`src/rtl/mc_pulse_sequencer.sv`:
```
// mc_pulse_sequencer
// Walks a switch table of cfg_portNum entries. Each entry becomes one output
// pulse of cfg_outWidth cycles on io_Out (cfg_default XOR mask), separated by a
// 2-cycle fetch gap. A pass may end with a delayed feedback pulse, and the whole
// pass repeats cfg_repeat times before a single io_done pulse.
//
// Build option MC_SEQ_FEEDBACK_EN: when defined, the FBDLY/FB stage and io_fbOut
// are included. When undefined, io_fbOut stays low, cfg_fbDelay/cfg_fbWidth are
// ignored, and the last entry of a pass goes straight to the repeat decision.
//
// state | meaning
// IDLE  | waiting for io_trig; io_Out follows cfg_default
// FETCH | tbl_addr = entry index, table read issued
// WAIT  | table data arrives on tbl_data
// OUT   | io_Out = default ^ mask, held for outWidth cycles
// FBDLY | delay between the last entry and the feedback pulse
// FB    | io_fbOut high for fbWidth cycles
// DONE  | one-cycle io_done, then IDLE
module mc_pulse_sequencer #(
   parameter int MAX_PORTS = 64,
   parameter int OUT_W     = 32
) (
   input  logic             io_clk,
   input  logic             io_rst,
   input  logic             io_trig,
   input  logic             io_abort,
   input  logic [5:0]       cfg_portNum,
   input  logic [15:0]      cfg_outWidth,
   input  logic [23:0]      cfg_fbDelay,
   input  logic [15:0]      cfg_fbWidth,
   input  logic [15:0]      cfg_repeat,
   input  logic [OUT_W-1:0] cfg_default,
   output logic [5:0]       tbl_addr,
   input  logic [OUT_W-1:0] tbl_data,
   output logic [OUT_W-1:0] io_Out,
   output logic             io_fbOut,
   output logic             io_busy,
   output logic             io_done
);

   typedef enum logic [2:0] {
      S_IDLE,
      S_FETCH,
      S_WAIT,
      S_OUT,
      S_FBDLY,
      S_FB,
      S_DONE
   } state_t;

   state_t           state_q, state_d;
   state_t           pass_state;
   state_t           tail_state;
   logic [23:0]      cnt_q, cnt_d;
   logic [23:0]      tail_cnt;
   logic             tail_fb;
   logic [5:0]       idx_q, idx_d;
   logic [15:0]      rep_q, rep_d;
   logic [OUT_W-1:0] out_q, out_d;
   logic             fb_q, fb_d;
   logic [5:0]       pn_q, pn_d;
   logic [5:0]       pn_lim;
   logic [15:0]      ow_q, ow_d;
   logic [OUT_W-1:0] def_q, def_d;
   logic             last_entry;

`ifdef MC_SEQ_FEEDBACK_EN
   logic [23:0]      fbd_q, fbd_d;
   logic [15:0]      fbw_q, fbw_d;
`else
   logic             unused_fb_cfg;
   assign unused_fb_cfg = ^{cfg_fbDelay, cfg_fbWidth};
`endif

   // A table shallower than the 6-bit address space bounds the entry count.
   assign pn_lim = (int'(cfg_portNum) > MAX_PORTS) ? 6'(MAX_PORTS) : cfg_portNum;

   assign last_entry = ({1'b0, idx_q} + 7'd1) >= {1'b0, pn_q};

   // Repeat decision taken once the entries and feedback of a pass are over.
   assign pass_state = (rep_q > 16'd1) ? S_FETCH : S_DONE;

   // Where a pass goes after its last entry: feedback stage or repeat decision.
   always_comb begin
      tail_state = pass_state;
      tail_cnt   = '0;
      tail_fb    = 1'b0;
`ifdef MC_SEQ_FEEDBACK_EN
      if (fbd_q != 24'd0) begin
         tail_state = S_FBDLY;
         tail_cnt   = fbd_q - 24'd1;
      end else if (fbw_q != 16'd0) begin
         tail_state = S_FB;
         tail_cnt   = {8'd0, fbw_q - 16'd1};
         tail_fb    = 1'b1;
      end
`endif
   end

   // Next-state and datapath logic; abort overrides everything except reset.
   always_comb begin
      state_d = state_q;
      cnt_d   = cnt_q;
      idx_d   = idx_q;
      rep_d   = rep_q;
      out_d   = out_q;
      fb_d    = fb_q;
      pn_d    = pn_q;
      ow_d    = ow_q;
      def_d   = def_q;
`ifdef MC_SEQ_FEEDBACK_EN
      fbd_d   = fbd_q;
      fbw_d   = fbw_q;
`endif
      if (state_q != S_IDLE && io_abort) begin
         state_d = S_IDLE;
         cnt_d   = '0;
         idx_d   = '0;
         rep_d   = '0;
         out_d   = cfg_default;
         fb_d    = 1'b0;
      end else begin
         case (state_q)
            S_IDLE: begin
               out_d = cfg_default;
               fb_d  = 1'b0;
               if (io_trig && !io_abort) begin
                  pn_d    = pn_lim;
                  ow_d    = (cfg_outWidth == 16'd0) ? 16'd1 : cfg_outWidth;
                  rep_d   = (cfg_repeat == 16'd0) ? 16'd1 : cfg_repeat;
                  def_d   = cfg_default;
`ifdef MC_SEQ_FEEDBACK_EN
                  fbd_d   = cfg_fbDelay;
                  fbw_d   = cfg_fbWidth;
`endif
                  idx_d   = '0;
                  cnt_d   = '0;
                  state_d = S_FETCH;
               end
            end
            S_FETCH: begin
               if (pn_q == 6'd0) begin
                  state_d = tail_state;
                  cnt_d   = tail_cnt;
                  fb_d    = tail_fb;
                  idx_d   = '0;
                  if (tail_state == S_FETCH) rep_d = rep_q - 16'd1;
               end else begin
                  state_d = S_WAIT;
               end
            end
            S_WAIT: begin
               out_d   = def_q ^ tbl_data;
               cnt_d   = {8'd0, ow_q} - 24'd1;
               state_d = S_OUT;
            end
            S_OUT: begin
               if (cnt_q != 24'd0) begin
                  cnt_d = cnt_q - 24'd1;
               end else begin
                  out_d = def_q;
                  if (!last_entry) begin
                     idx_d   = idx_q + 6'd1;
                     state_d = S_FETCH;
                  end else begin
                     state_d = tail_state;
                     cnt_d   = tail_cnt;
                     fb_d    = tail_fb;
                     idx_d   = '0;
                     if (tail_state == S_FETCH) rep_d = rep_q - 16'd1;
                  end
               end
            end
`ifdef MC_SEQ_FEEDBACK_EN
            S_FBDLY: begin
               if (cnt_q != 24'd0) begin
                  cnt_d = cnt_q - 24'd1;
               end else if (fbw_q != 16'd0) begin
                  state_d = S_FB;
                  cnt_d   = {8'd0, fbw_q - 16'd1};
                  fb_d    = 1'b1;
               end else begin
                  state_d = pass_state;
                  idx_d   = '0;
                  if (pass_state == S_FETCH) rep_d = rep_q - 16'd1;
               end
            end
            S_FB: begin
               if (cnt_q != 24'd0) begin
                  cnt_d = cnt_q - 24'd1;
               end else begin
                  fb_d    = 1'b0;
                  state_d = pass_state;
                  idx_d   = '0;
                  if (pass_state == S_FETCH) rep_d = rep_q - 16'd1;
               end
            end
`endif
            S_DONE: begin
               state_d = S_IDLE;
            end
            default: begin
               state_d = S_IDLE;
            end
         endcase
      end
   end

   // State and datapath registers with synchronous reset.
   always_ff @(posedge io_clk) begin
      if (io_rst) begin
         state_q <= S_IDLE;
         cnt_q   <= '0;
         idx_q   <= '0;
         rep_q   <= '0;
         out_q   <= cfg_default;
         fb_q    <= 1'b0;
         pn_q    <= '0;
         ow_q    <= '0;
         def_q   <= '0;
`ifdef MC_SEQ_FEEDBACK_EN
         fbd_q   <= '0;
         fbw_q   <= '0;
`endif
      end else begin
         state_q <= state_d;
         cnt_q   <= cnt_d;
         idx_q   <= idx_d;
         rep_q   <= rep_d;
         out_q   <= out_d;
         fb_q    <= fb_d;
         pn_q    <= pn_d;
         ow_q    <= ow_d;
         def_q   <= def_d;
`ifdef MC_SEQ_FEEDBACK_EN
         fbd_q   <= fbd_d;
         fbw_q   <= fbw_d;
`endif
      end
   end

   assign tbl_addr = idx_q;
   assign io_Out   = out_q;
   assign io_fbOut = fb_q;
   assign io_busy  = (state_q != S_IDLE);
   assign io_done  = (state_q == S_DONE);

endmodule

```
`config.mk`:
```
export PLATFORM = sky130hd
export DESIGN_NAME = mc_pulse_sequencer
export DESIGN_NICKNAME = d
export VERILOG_FILES = /design/src/rtl/mc_pulse_sequencer.sv
export SDC_FILE = /design/constraint.sdc
export NUM_CORES = 1
export LEC_CHECK = 0
export ABC_AREA = 1
export CORE_MARGIN = 1.5
export CORE_UTILIZATION = 50
export DETAILED_ROUTE_END_ITERATION = 8
export PLACE_DENSITY = 0.81
export SYNTH_ARGS = -nofsm -noshare
export SYNTH_HDL_FRONTEND = slang
export SYNTH_SLANG_ARGS = --single-unit
```
`constraint.sdc`:
```
create_clock -name io_clk -period 3.4 [get_ports io_clk]
set_input_delay 0.68 -clock io_clk [delete_from_list [all_inputs] [get_ports io_clk]]
set_output_delay 0.68 -clock io_clk [all_outputs]
set_load 0.1 [all_outputs]
```
==> results of run 1 <==
flip-flops by register name, summed over array words and instances, names as in the netlist:
name	cells
cnt_q	24
def_q	32
io_Out	32
ow_q	16
pn_q	6
rep_q	16
state_q	3
tbl_addr	6
worst max-delay path, cell delays in order, from the launching register on:
cell      delay (ns)
dfxtp_1         0.43
nand3_1         0.14
nor3b_1         0.25
xor2_1          0.23
ha_1            0.29
nand3_1         0.09
nand3b_1        0.08
a21oi_1         0.22
nand3_1         0.45
nand2_4         0.38
inv_2           0.11
nor2_1          0.12
nor2_1          0.07
kinds of logic (layout without fill, tap and decap cells):
family / Yosys count / after routing / share of synthesized area
adder cells (fa/ha/maj): 12 / 12 / 0.01968
flip-flops: 135 / 135 / 0.3963
buffers and inverters: 180 / 323 / 0.09365
AND/OR/NAND/NOR: 437 / 437 / 0.2403
AO/OA/AOI/OAI: 253 / 253 / 0.1922
XOR/XNOR: 50 / 50 / 0.05741
other: 1 / 1 / 0.0004916
through the flow:
stage | utilization | hold WS, ns | cell area, sq um | worst slack [ns] | power (mW)
2_1_floorplan | - | 0.4403 | 7629 | 0.2132 | 5.479
3_3_place_gp | 0.6229 | 0.4529 | 9156 | 0.5837 | 6.329
3_5_place_dp | 0.6229 | 0.4771 | 9156 | 0.4817 | 6.399
4_1_cts | 0.6617 | 0.4856 | 9727 | 0.4266 | 8.208
5_1_grt | 0.6617 | 0.5166 | 9727 | 0.1498 | 8.756
6_report | 0.6617 | 0.4862 | 9727 | 0.4194 | 8.219
final cells by class:
class                   count  area, sq um
well taps                 184        230.2
clock buffers              17        425.4
repair buffers            157         1499
clock inverters            15        145.1
multi-input cells         753         3901
inverters                 134        503.0
flip-flops and latches    135         3023
fillers                  1250         4972
per-layer routing:
layer / global-route usage / routed length, um / up-vias
li1: - / - / 3791
met1: 0.3216 / 8664 / 3464
met2: 0.4156 / 9286 / 258
met3: 0.07043 / 1635 / 37
met4: 0.1048 / 520 / 0
met5: 0 / 0 / -
synth_stat cells, drive strengths merged (4+ instances only):
cell type / count / area (sq um)
nor2: 187 / 750.7
nand2: 177 / 686.9
inv: 134 / 503.0
dfxtp: 103 / 2062
a21oi: 83 / 426.7
o21ai: 77 / 385.4
nand3: 50 / 255.3
xor2: 45 / 394.1
a22oi: 38 / 285.3
o22ai: 35 / 219.0
edfxtp: 32 / 960.9
clkbuf: 25 / 93.84
buf: 21 / 117.6
a211oi: 14 / 105.1
ha: 12 / 150.1
nand4: 9 / 56.30
nor3: 6 / 30.03
xnor2: 5 / 43.79
nor4: 4 / 25.02
worst paths after layout:
kind,start,endpoint
worst max-delay path,tbl_addr[2],rep_q[10]
worst min-delay path,cnt_q[1],cnt_q[1]
worst max register to register,tbl_addr[2],rep_q[10]
worst min register to register,cnt_q[1],cnt_q[1]
power groups by stage:
stage / logic, mW / registers, mW / clock network (mW)
floorplan: 2.42 / 3.06 / 0
global placement: 4.02 / 2.31 / 0
detailed placement: 4.08 / 2.31 / 0
CTS: 4.12 / 2.29 / 1.80
global route: 4.54 / 2.35 / 1.87
finish: 4.14 / 2.30 / 1.78
==> results.sh, run 1 <==
export IMPL_outcome="finished clean"
export IMPL_drt_initial_drc_count=575
export IMPL_clockPowerShare=0.216
export IMPL_nNetsFinal=1356
export IMPL_die_area_sq_um=16010
export IMPL_rows=44
export IMPL_core_sq_um=14700
export IMPL_critPathCaptureType="register"
export IMPL_vdd_drop_max_v=0.0005530
export IMPL_layout_commonest_cell="nor2_1"
export IMPL_wire_per_inst_um=14.41
export IMPL_cts_hold_repair_buffers=0
export IMPL_die_width_um=126.5
export IMPL_grt_pass1_wl_um=33080
export IMPL_final_cells=1395
export IMPL_syn2layout_area_growth_pct=27.51
export IMPL_synth_seq_area_share=0.3963
export IMPL_grt_usage=0.2556
export IMPL_start_util=0.5190
export IMPL_powerDensity_nw_per_um2=844.9
export IMPL_clkSinkCount=135
export IMPL_path_class="register to register"
export IMPL_tritoncts="yes"
export IMPL_fin_crit_ns=2.981
export IMPL_power_frac_comb=0.504
export IMPL_dp_cells=1363
export IMPL_worst_endpoint_arrival_ns=3.30
export IMPL_synth_area_sq_um=7629
export IMPL_hold_depth=2
export IMPL_rsz0062_at_grt="no"
export IMPL_drive_above_1_share=0.07432
export IMPL_clk_pin_slew_worst_paths_ns=0.07
export IMPL_hold_class="register to register"
export IMPL_async_flop_share=0
export IMPL_synthFlopType="dfxtp_1"
export IMPL_num_vias=7550
export IMPL_worstPathMaxFanout=18
export IMPL_finalMaxSlewViolations=0
export IMPL_critPathLaunchType="register"
export IMPL_period_share=0.8766
export IMPL_vias_per_cell=5.412
export IMPL_seq_power_share=0.279
export IMPL_grt_overflow=0
export IMPL_antenna_found_initial=0
export IMPL_synth_cells=1068
export IMPL_hold_violations=0
export IMPL_io_pins=187
export IMPL_r2r_slack_ns=0.42
export IMPL_die_h_um=126.5
export IMPL_drc=0
export IMPL_p_leak_nw=4.329
export IMPL_p_int_mw=4.289
export IMPL_yosysWarnings=0
export IMPL_cts_root_buf="clkbuf_16"
export IMPL_synth_nets=1226
export IMPL_fmax_mhz=335.5
export IMPL_diodes=0
export IMPL_setup_tns_ns=0
export IMPL_routed_wl_um=20110
export IMPL_syn_area_per_cell_sq_um=7.143
export IMPL_clk_latency_ns=0.43
export IMPL_postCtsResizedCells=0
export IMPL_cp_required_ns=3.72
export IMPL_ant_nets=0
export IMPL_setup_violations=0
export IMPL_clk_path_buf_depth=2
export IMPL_netlist_cell_type_count=38
export IMPL_gp_congestion=0.8747
export IMPL_cts_buffers=17
export IMPL_maxCapViolations=0
export IMPL_worst_pin_slew_ns=0.9865
export IMPL_layout_common_cells="nor2_1 (175), nand2_1 (172), inv_1 (129)"
export IMPL_ctsHtreeMaxLevel=4
export IMPL_synth_edff_count=32
export IMPL_grt_pass1_vias=6958
export IMPL_yosys_register_bits=135
export IMPL_fin_skew_ns=0.01340
export IMPL_swShare=0.4782
export IMPL_ff2ff_path_depth=12
export IMPL_drt_first_pass_iters=5
export IMPL_hpwl_um=14210
export IMPL_maxSlewHeadroom=0.3403
export IMPL_grt_start_max_net_pins=41
export IMPL_p_switching_mw=3.930
export IMPL_portBuffers=145
export IMPL_post_cts_setup_buffer_count=0
Note: power is estimated with default switching activity, not from simulation.
==> inputs of run 2 (changes only) <==
CORE_ASPECT_RATIO = 0.5   (was default)
==> run 2 against run 1 <==
Non-clock buffer count grew 1. Setup slack gained 0.35 ns. Die area grew 0.28%. Via count grew 1.1%.
==> results.sh, run 2 (same netlist as run 1, synthesis figures left out) <==
export IMPL_final_cells=1410
export IMPL_path_class="register to output port"
export IMPL_clk_pin_slew_worst_paths_ns=0.06
export IMPL_worst_endpoint_arrival_ns=1.95
export IMPL_drt_first_pass_iters=5
export IMPL_crit_chain="clkdlybuf4s50_1"
export IMPL_grt_pass1_wl_um=34300
export IMPL_layout_commonest_cell="nor2_1"
export IMPL_finalMaxSlewViolations=0
export IMPL_wire_per_inst_um=14.69
export IMPL_clk_path_buf_depth=2
export IMPL_vias_per_cell=5.411
export IMPL_gp_congestion=0.8790
export IMPL_num_vias=7630
export IMPL_period_share=0.7722
export IMPL_fin_crit_ns=2.626
export IMPL_power_mw=8.337
export IMPL_ff2ff_path_depth=12
export IMPL_fin_skew_ns=0.01616
export IMPL_cts_hold_repair_buffers=0
export IMPL_layout_common_cells="nor2_1 (175), nand2_1 (172), inv_1 (129)"
export IMPL_grt_start_max_net_pins=69
export IMPL_worstPathMaxFanout=1
export IMPL_cp_required_ns=2.72
export IMPL_cpMaxStageDelayCell="clkdlybuf4s50_1"
export IMPL_start_util=0.5189
export IMPL_setup_violations=0
export IMPL_drc=0
export IMPL_die_h_um=90.34
export IMPL_die_width_um=177.7
export IMPL_ctsHtreeMaxLevel=4
export IMPL_hold_depth=2
export IMPL_worst_pin_slew_ns=0.9906
export IMPL_wl_met2_um=9969
export IMPL_clkSinkCount=135
export IMPL_routed_wl_um=20720
export IMPL_dp_cells=1378
export IMPL_maxCapViolations=0
export IMPL_core_sq_um=14700
export IMPL_outcome="finished clean"
export IMPL_maxSlewHeadroom=0.3375
export IMPL_critPathCaptureType="output port"
export IMPL_syn2layout_area_growth_pct=28.28
export IMPL_critPathLaunchType="register"
export IMPL_rows=31
export IMPL_path_buf_inv=1
export IMPL_vdd_drop_max_v=0.0005332
export IMPL_diodes=0
export IMPL_grt_pass1_vias=7436
export IMPL_post_cts_setup_buffer_count=0
export IMPL_rsz0062_at_grt="no"
export IMPL_design_area_sq_um=9786
export IMPL_clk_latency_ns=0.43
export IMPL_hp_start="rep_q[1]"
export IMPL_wl_met1_um=8939
export IMPL_hold_class="register to register"
export IMPL_nNetsFinal=1357
export IMPL_hold_violations=0
export IMPL_cts_root_buf="clkbuf_16"
export IMPL_tritoncts="yes"
export IMPL_highest_layer="met4"
export IMPL_portBuffers=145
export IMPL_hpwl_um=14180
export IMPL_slowest_delay_ns=1.15
export IMPL_drt_initial_drc_count=476
export IMPL_die_area_sq_um=16050
export IMPL_r2r_end="tbl_addr[2]"
export IMPL_setup_tns_ns=0
export IMPL_drive_above_1_share=0.07261
export IMPL_crit_family="buffers and inverters"
export IMPL_hold_end="rep_q[1]"
export IMPL_dpl_cell_area_sq_um=9189
export IMPL_hold_ws_ns=0.4798
export IMPL_io_pins=187
export IMPL_wl_met3_um=1412
export IMPL_p_leak_nw=4.349
export IMPL_cts_buffers=17
export IMPL_grt_usage=0.2632
export IMPL_powerDensity_nw_per_um2=852.0
export IMPL_r2r_start="tbl_addr[0]"
export IMPL_grt_overflow=0
export IMPL_r2r_slack_ns=0.78
export IMPL_fmax_mhz=380.9
export IMPL_postCtsResizedCells=0
export IMPL_ant_nets=0
export IMPL_antenna_found_initial=0
-- run 2: cell count changes in the layout (fill, tap and decap cells not counted) --
cell	previous run	this run
clkinvlp_4	3	1
clkdlybuf4s50_1	123	126
clkinv_4	5	3
clkinv_8	0	1
inv_8	0	3
buf_4	33	31
clkbuf_8	0	1
clkinv_2	1	0
-- run 2: layout make-up --
class,instances,area [sq um]
clock inverters,14,157.7
multi-input cells,753,3901
clock buffers,18,439.2
flip-flops and latches,135,3023
well taps,198,247.7
inverters,134,503.0
fillers,1220,4915
repair buffers,158,1514
-- run 2: metal layers --
layer,global-route usage,up-vias
li1,-,3798
met1,0.3248,3507
met2,0.4531,290
met3,0.05345,35
met4,0.09804,0
met5,0,-
-- run 2: worst max path at each step --
| stage | cells past startpoint | slack, ns | from | endpoint |
|---|---|---|---|---|
| after floorplan | 2 | 0.21 | state_q[1] | io_done |
| after global placement | 12 | 0.76 | io_abort | rep_q[4] |
| after detailed placement | 12 | 0.73 | io_abort | rep_q[10] |
| after CTS | 1 | 0.76 | io_Out[11] | io_Out[11] |
| after global routing | 12 | 0.47 | tbl_addr[0] | tbl_addr[1] |
| final | 1 | 0.77 | io_Out[11] | io_Out[11] |
-- run 2: through the flow --
stage	utilization	setup slack (ns)
after floorplan	-	0.2132
after global placement	0.6251	0.7621
after detailed placement	0.6251	0.7325
after CTS	0.6657	0.7610
after global routing	0.6657	0.4651
final	0.6657	0.7744
-- run 2: worst register-to-register path, stage by stage, from the launching register on --
cell and delay, ns:
dfxtp_1 0.44, nand3_1 0.15, nor3b_1 0.26, xor2_1 0.23
ha_1 0.29, nand3_1 0.09, nand3b_1 0.07, a21oi_1 0.21
nand3_1 0.10, buf_4 0.20, nor2_1 0.30, a22oi_1 0.12
nor2_1 0.10
-- run 2: report_power, final --
| group | switching, mW | total, mW | leakage, nW | internal, mW |
|---|---|---|---|---|
| Combinational | 2.93 | 4.17 | 2.88 | 1.24 |
| Sequential | 0.269 | 2.30 | 1.18 | 2.03 |
| Clock | 0.803 | 1.87 | 0.291 | 1.06 |
| Total | 4.01 | 8.34 | 4.35 | 4.33 |
